--- src/rtl/pkt_tx.sv ---
// Serial packet transmitter: frames each 64-bit word as preamble, sync word, payload and a
// forced-zero gap, shifting one bit per sh_en strobe out of a one-deep holding buffer.
module pkt_tx #(
   parameter int unsigned       PRE_LEN   = 8,
   parameter int unsigned       SYNC_W    = 8,
   parameter logic [SYNC_W-1:0] SYNC_WORD = 8'hD3,
   parameter int unsigned       GAP_LEN   = 4
) (
   input  logic        clk,
   input  logic        rst,
   input  logic        sh_en,
   input  logic [63:0] din,
   input  logic        din_valid,
   output logic        din_ready,
   output logic        rfout,
   output logic        busy,
   output logic        pkt_sent
);

   typedef enum logic [2:0] {StIdle, StPre, StSync, StPay, StGap} state_e;

   localparam logic [6:0] PreLen  = 7'(PRE_LEN);
   localparam logic [6:0] SyncLen = 7'(SYNC_W);
   localparam logic [6:0] GapLen  = 7'(GAP_LEN);
   localparam logic [6:0] PayLen  = 7'd64;
   localparam int unsigned SyncIdxW = (SYNC_W > 1) ? $clog2(SYNC_W) : 1;

   state_e                r_state;
   logic [6:0]            r_cnt;
   logic [63:0]           r_shreg;
   logic [63:0]           r_hold;
   logic                  r_hold_valid;
   logic                  r_rfout;
   logic                  r_pkt_sent;

   logic                  w_accept;
   logic                  w_start;
   logic [SyncIdxW-1:0]   w_sync_idx;

   assign w_accept   = din_valid & ~r_hold_valid;
   // A new frame starts from IDLE, or directly off the last gap period when a word is waiting.
   assign w_start    = sh_en & r_hold_valid &
                       ((r_state == StIdle) | ((r_state == StGap) & (r_cnt >= GapLen)));
   assign w_sync_idx = SyncIdxW'(SyncLen - 7'd1 - r_cnt);

   assign din_ready = ~r_hold_valid;
   assign rfout     = r_rfout;
   assign busy      = (r_state != StIdle);
   assign pkt_sent  = r_pkt_sent;

   always_ff @(posedge clk or negedge rst) begin
      if (!rst) begin
         r_hold       <= '0;
         r_hold_valid <= 1'b0;
      end else if (w_accept) begin
         r_hold       <= din;
         r_hold_valid <= 1'b1;
      end else if (w_start) begin
         r_hold_valid <= 1'b0;
      end
   end

   always_ff @(posedge clk or negedge rst) begin
      if (!rst) begin
         r_state    <= StIdle;
         r_cnt      <= '0;
         r_shreg    <= '0;
         r_rfout    <= 1'b0;
         r_pkt_sent <= 1'b0;
      end else begin
         r_pkt_sent <= 1'b0;
         if (w_start) begin
            r_shreg <= r_hold;
            r_rfout <= 1'b1;
            r_cnt   <= 7'd1;
            r_state <= StPre;
         end else if (sh_en) begin
            unique case (r_state)
               StIdle: r_rfout <= 1'b0;
               StPre: begin
                  if (r_cnt < PreLen) begin
                     r_rfout <= ~r_cnt[0];
                     r_cnt   <= r_cnt + 7'd1;
                  end else begin
                     r_rfout <= SYNC_WORD[SYNC_W-1];
                     r_cnt   <= 7'd1;
                     r_state <= StSync;
                  end
               end
               StSync: begin
                  if (r_cnt < SyncLen) begin
                     r_rfout <= SYNC_WORD[w_sync_idx];
                     r_cnt   <= r_cnt + 7'd1;
                  end else begin
                     r_rfout <= r_shreg[63];
                     r_shreg <= {r_shreg[62:0], 1'b0};
                     r_cnt   <= 7'd1;
                     r_state <= StPay;
                  end
               end
               StPay: begin
                  if (r_cnt < PayLen) begin
                     r_rfout <= r_shreg[63];
                     r_shreg <= {r_shreg[62:0], 1'b0};
                     r_cnt   <= r_cnt + 7'd1;
                  end else begin
                     r_rfout    <= 1'b0;
                     r_pkt_sent <= 1'b1;
                     r_cnt      <= 7'd1;
                     r_state    <= StGap;
                  end
               end
               StGap: begin
                  r_rfout <= 1'b0;
                  if (r_cnt < GapLen) begin
                     r_cnt <= r_cnt + 7'd1;
                  end else begin
                     r_state <= StIdle;
                  end
               end
               default: r_state <= StIdle;
            endcase
         end
      end
   end

endmodule

--- config.mk ---
export PLATFORM = sky130hd
export DESIGN_NAME = pkt_tx
export DESIGN_NICKNAME = d
export VERILOG_FILES = /design/src/rtl/pkt_tx.sv
export SDC_FILE = /design/constraint.sdc
export NUM_CORES = 1
export LEC_CHECK = 0
export BUFFER_PORTS_ARGS = -buffer_cell sky130_fd_sc_hd__buf_2
export CAP_MARGIN = 20
export CORE_UTILIZATION = 30
export DETAILED_ROUTE_END_ITERATION = 16
export GPL_TIMING_DRIVEN = 0
export PLACE_DENSITY = 0.58
export SETUP_SLACK_MARGIN = 0.05
export SLEW_MARGIN = 20
export SYNTH_ARGS = -nofsm -noshare
export SYNTH_HDL_FRONTEND = slang
export SYNTH_SLANG_ARGS = --single-unit
export TNS_END_PERCENT = 30
--- constraint.sdc ---
create_clock -name clk -period 3.15 [get_ports clk]
set_input_delay 0.4725 -clock clk [delete_from_list [all_inputs] [get_ports clk]]
set_output_delay 0.4725 -clock clk [all_outputs]
set_load 0.005 [all_outputs]
==> impl_results.md <==
* Status: completed
* Syn Nets at 582
* Fmax at 405 MHz
* Critical Path RT at roughly 3.4 ns
* Vias in the first global route at 4295
* RSZ-0062 raised after global routing: false
* Internal power at between 5 and 6 mW
* Initial DRC count at 199
* Layer with the highest usage: met2
* Worst Setup Start Kind: register
* Vias at about 4200
* Post-synth cell types at 40
* CP max stage delay at roughly 0.53 ns
* Max_slew headroom at 0.467
* CP max stage cell: or4_4
* CTS Buf Count at 17
* PD cells at approximately 1000 mW/mm2
* Leakage at approximately 3.6 nW
* Detailed Place HPWL at between 8000 and 9000 um
* First-pass GRT wire length at about 22000 um
* Final Critical Period at ~2.5 ns
* Cell area after synthesis at a little over 0.006 mm2
* Met3 Resource Use GR at 0.0381
* CTS tree: done
* Antenna violations before repair at 2
* Layout fillers at roughly 2000
* First-pass DRT Iterations at 5
* Finish-stage setup viols at 0
* Power share of the combinational group at 0.315
* Endpoints failing hold at 0
* Core ar. at about 0.02 mm2
* WL/cell at about 14 um
* Final worst path period share at 0.783
* Crit. End Element: register
* Critical Path AT at between 2 and 3 ns
* Clock Power Share at 0.260
* I/O Buffers at between 70 and 80
* Die area at between 0.02 and 0.025 mm2
* Yosys reg bits at about 140
* Syn_area_per_cell at 12.1 um2
* Max-slew violations at 0
* Met2 Usage GRT at 0.199
* Flop pwr share at 0.426
* Sequential share of the synthesized area at 0.573
* Drt total wl at approximately 13000 um
* Die Ht at approximately 150 um
* Critical path type: register to register
* Grt ovf at 0
* Post-Syn Instances at between 500 and 600
* Bufs on Longest Clock Path at 2
* Clk sink count at 141
* Antenna-violating nets left at 0
* Share of cells above drive strength 1 at 0.305
* Worst skew pair latency at about 0.42 ns
* Met1 GRT Util at 0.175
* Switching power at approximately 2.5 mW
* Synth-to-Final Area Change at 21.6%
* Hold Crit Class: input pin to register
* Row cnt at 52
* Worst hold margin at between 0.2 and 0.3 ns
* Initial Utilization at 0.305
* # nets final at 674
* Yosys warnings at 0
* CP Max Fanout at 10
* Switching Fraction at 0.329
* Worst VDD drop at between 0.3 and 0.4 mV
* Critical path, cell by cell: or4_4, buf_6, o2111a_1, o21ai_4, clkbuf_1, o21ai_0
* Max-Cap Viols at 0
* Width of the chip at 145 um
* Clock-pin slew on the worst setup and hold paths at ~0.06 ns
* # H-tree levels at 4
* Clk root buf: clkbuf_16
* DRC at 0
* Clock skew at roughly 0.017 ns
* # IOs at 72
* Largest net degree at the start of global routing at 82
* GRT Total Usage at 0.131
* Post-DR vias/cell at approximately 4.7
* Placer's final routability congestion estimate at approximately 0.8
* Overall power at 7.56 mW
* Worst Tran Pin Value at around 0.8 ns
## layout make-up
| cell class | instances | area, um2 | area share |
|---|---|---|---|
| buffer | 32 | 170 | 0.0227 |
| tap | 270 | 338 | 0.0451 |
| inverter | 5 | 18.8 | 0.00251 |
| timing repair buffer | 73 | 403 | 0.0538 |
| clock inverter | 12 | 136 | 0.0182 |
| antenna | 2 | 5.00 | 0.000668 |
| clock buffer | 20 | 447 | 0.0596 |
| multi-input combinational | 333 | 2440 | 0.326 |
| sequential | 141 | 3530 | 0.471 |
## power groups by stage
stage / Combinational, mW / Sequential, mW / Clock, mW
2_1_floorplan: 1.88 / 3.07 / 0
3_3_place_gp: 2.30 / 3.21 / 0
6_report: 2.38 / 3.22 / 1.96
4_1_cts: 2.41 / 3.22 / 2.02
5_1_grt: 2.70 / 3.33 / 2.12
3_5_place_dp: 2.40 / 3.25 / 0
## stage by stage
stage                     TNS, ns  setup slack, ns  instance area [um2]  std cells  utilization
after floorplan                 0             1.08                 6160        511            -
after global placement     -41.92           -0.310                 6850        852        0.340
after detailed placement        0            0.697                 6890        853        0.342
after CTS                       0            0.674                 7480        886        0.371
after global routing            0            0.504                 7480        886        0.371
final                           0            0.682                 7490        888        0.371
## registers in the layout (all words and copies together) (netlist names)
| name | count |
|---|---|
| pkt_sent | 1 |
| r_cnt | 7 |
| r_hold | 64 |
| r_hold_valid | 1 |
| r_shreg | 64 |
| r_state | 3 |
| rfout | 1 |
## worst paths after layout
kind	start	end	slack, ns	cells after the start
worst max-delay path	r_cnt[6]	r_shreg[57]	0.68	6
worst min-delay path	din[48]	r_hold[48]	0.28	2
worst max register to register	r_cnt[6]	r_shreg[57]	0.68	6
worst min register to register	r_shreg[38]	r_shreg[38]	0.48	2
max in group asynchronous	rst	r_shreg[15]	1.83	3
min in group asynchronous	rst	r_hold[46]	0.57	2
## worst max-delay path, delay by kind of cell (launching register included)
kind,cells,cell delay [ns]
and+or+nand+nor,1,0.53
DFF,1,0.48
AOI/OAI and AO/OA,3,0.77
buffers and inverters,2,0.56
## placed cells by master (no fill, tap or decap), types with 9 or more instances in the layout
cell type	n
dfrtp_1	141
buf_2	77
nand2_1	69
mux2_2	65
mux2i_1	64
o21ai_0	62
clkbuf_1	18
clkbuf_16	17
nor2_1	10
o21ai_1	9
## cells in the mapped netlist, drive strengths merged
| library cell | count | share of area |
|---|---|---|
| inv | 5 | 0.0030 |
| nor4bb | 2 | 0.0032 |
| a2111oi | 1 | 0.0014 |
| a31oi | 2 | 0.0020 |
| and4 | 1 | 0.0014 |
| a22o | 5 | 0.0071 |
| dfrtp | 141 | 0.57 |
| a211oi | 1 | 0.0012 |
| nand2 | 69 | 0.042 |
| buf | 13 | 0.014 |
| o21a | 2 | 0.0024 |
| or2 | 1 | 0.0010 |
| nor3b | 1 | 0.0012 |
| clkbuf | 19 | 0.013 |
| o2111a | 1 | 0.0018 |
| mux2i | 64 | 0.10 |
| nand3 | 1 | 0.00081 |
| ha | 3 | 0.0061 |
| o21ai | 73 | 0.062 |
| nand2b | 2 | 0.0020 |
| nand4b | 1 | 0.0014 |
| o2bb2ai | 1 | 0.0014 |
| nor3 | 2 | 0.0016 |
| nand4 | 1 | 0.0010 |
| and3 | 4 | 0.0041 |
| a21oi | 7 | 0.0075 |
| mux2 | 65 | 0.12 |
| a21o | 2 | 0.0024 |
| nor4 | 2 | 0.0020 |
| o31ai | 3 | 0.0037 |
| nor2b | 5 | 0.0051 |
| nor2 | 10 | 0.0061 |
| or4 | 1 | 0.0018 |
## cell families after synthesis
logic type,after synthesis,share of synthesized area
buffers and inverters,37,0.0307
flip-flops,141,0.573
AO/OA/AOI/OAI,98,0.0928
adder cells (fa/ha/maj),3,0.00609
multiplexers,129,0.223
AND/OR/NAND/NOR,103,0.0749
## repair_timing
item	4_1_cts	5_1_grt
hold buffers	1	0
buffers inserted	0	0
resized for setup	0	0
hold endpoints to repair	4	0
## per-layer routing
layer / wire length [um] / share of wire
met5: 0 / 0
met4: 188 / 0.015
met3: 549 / 0.043
met2: 6060 / 0.48
met1: 5950 / 0.47
(Power assumes the default switching activity.)
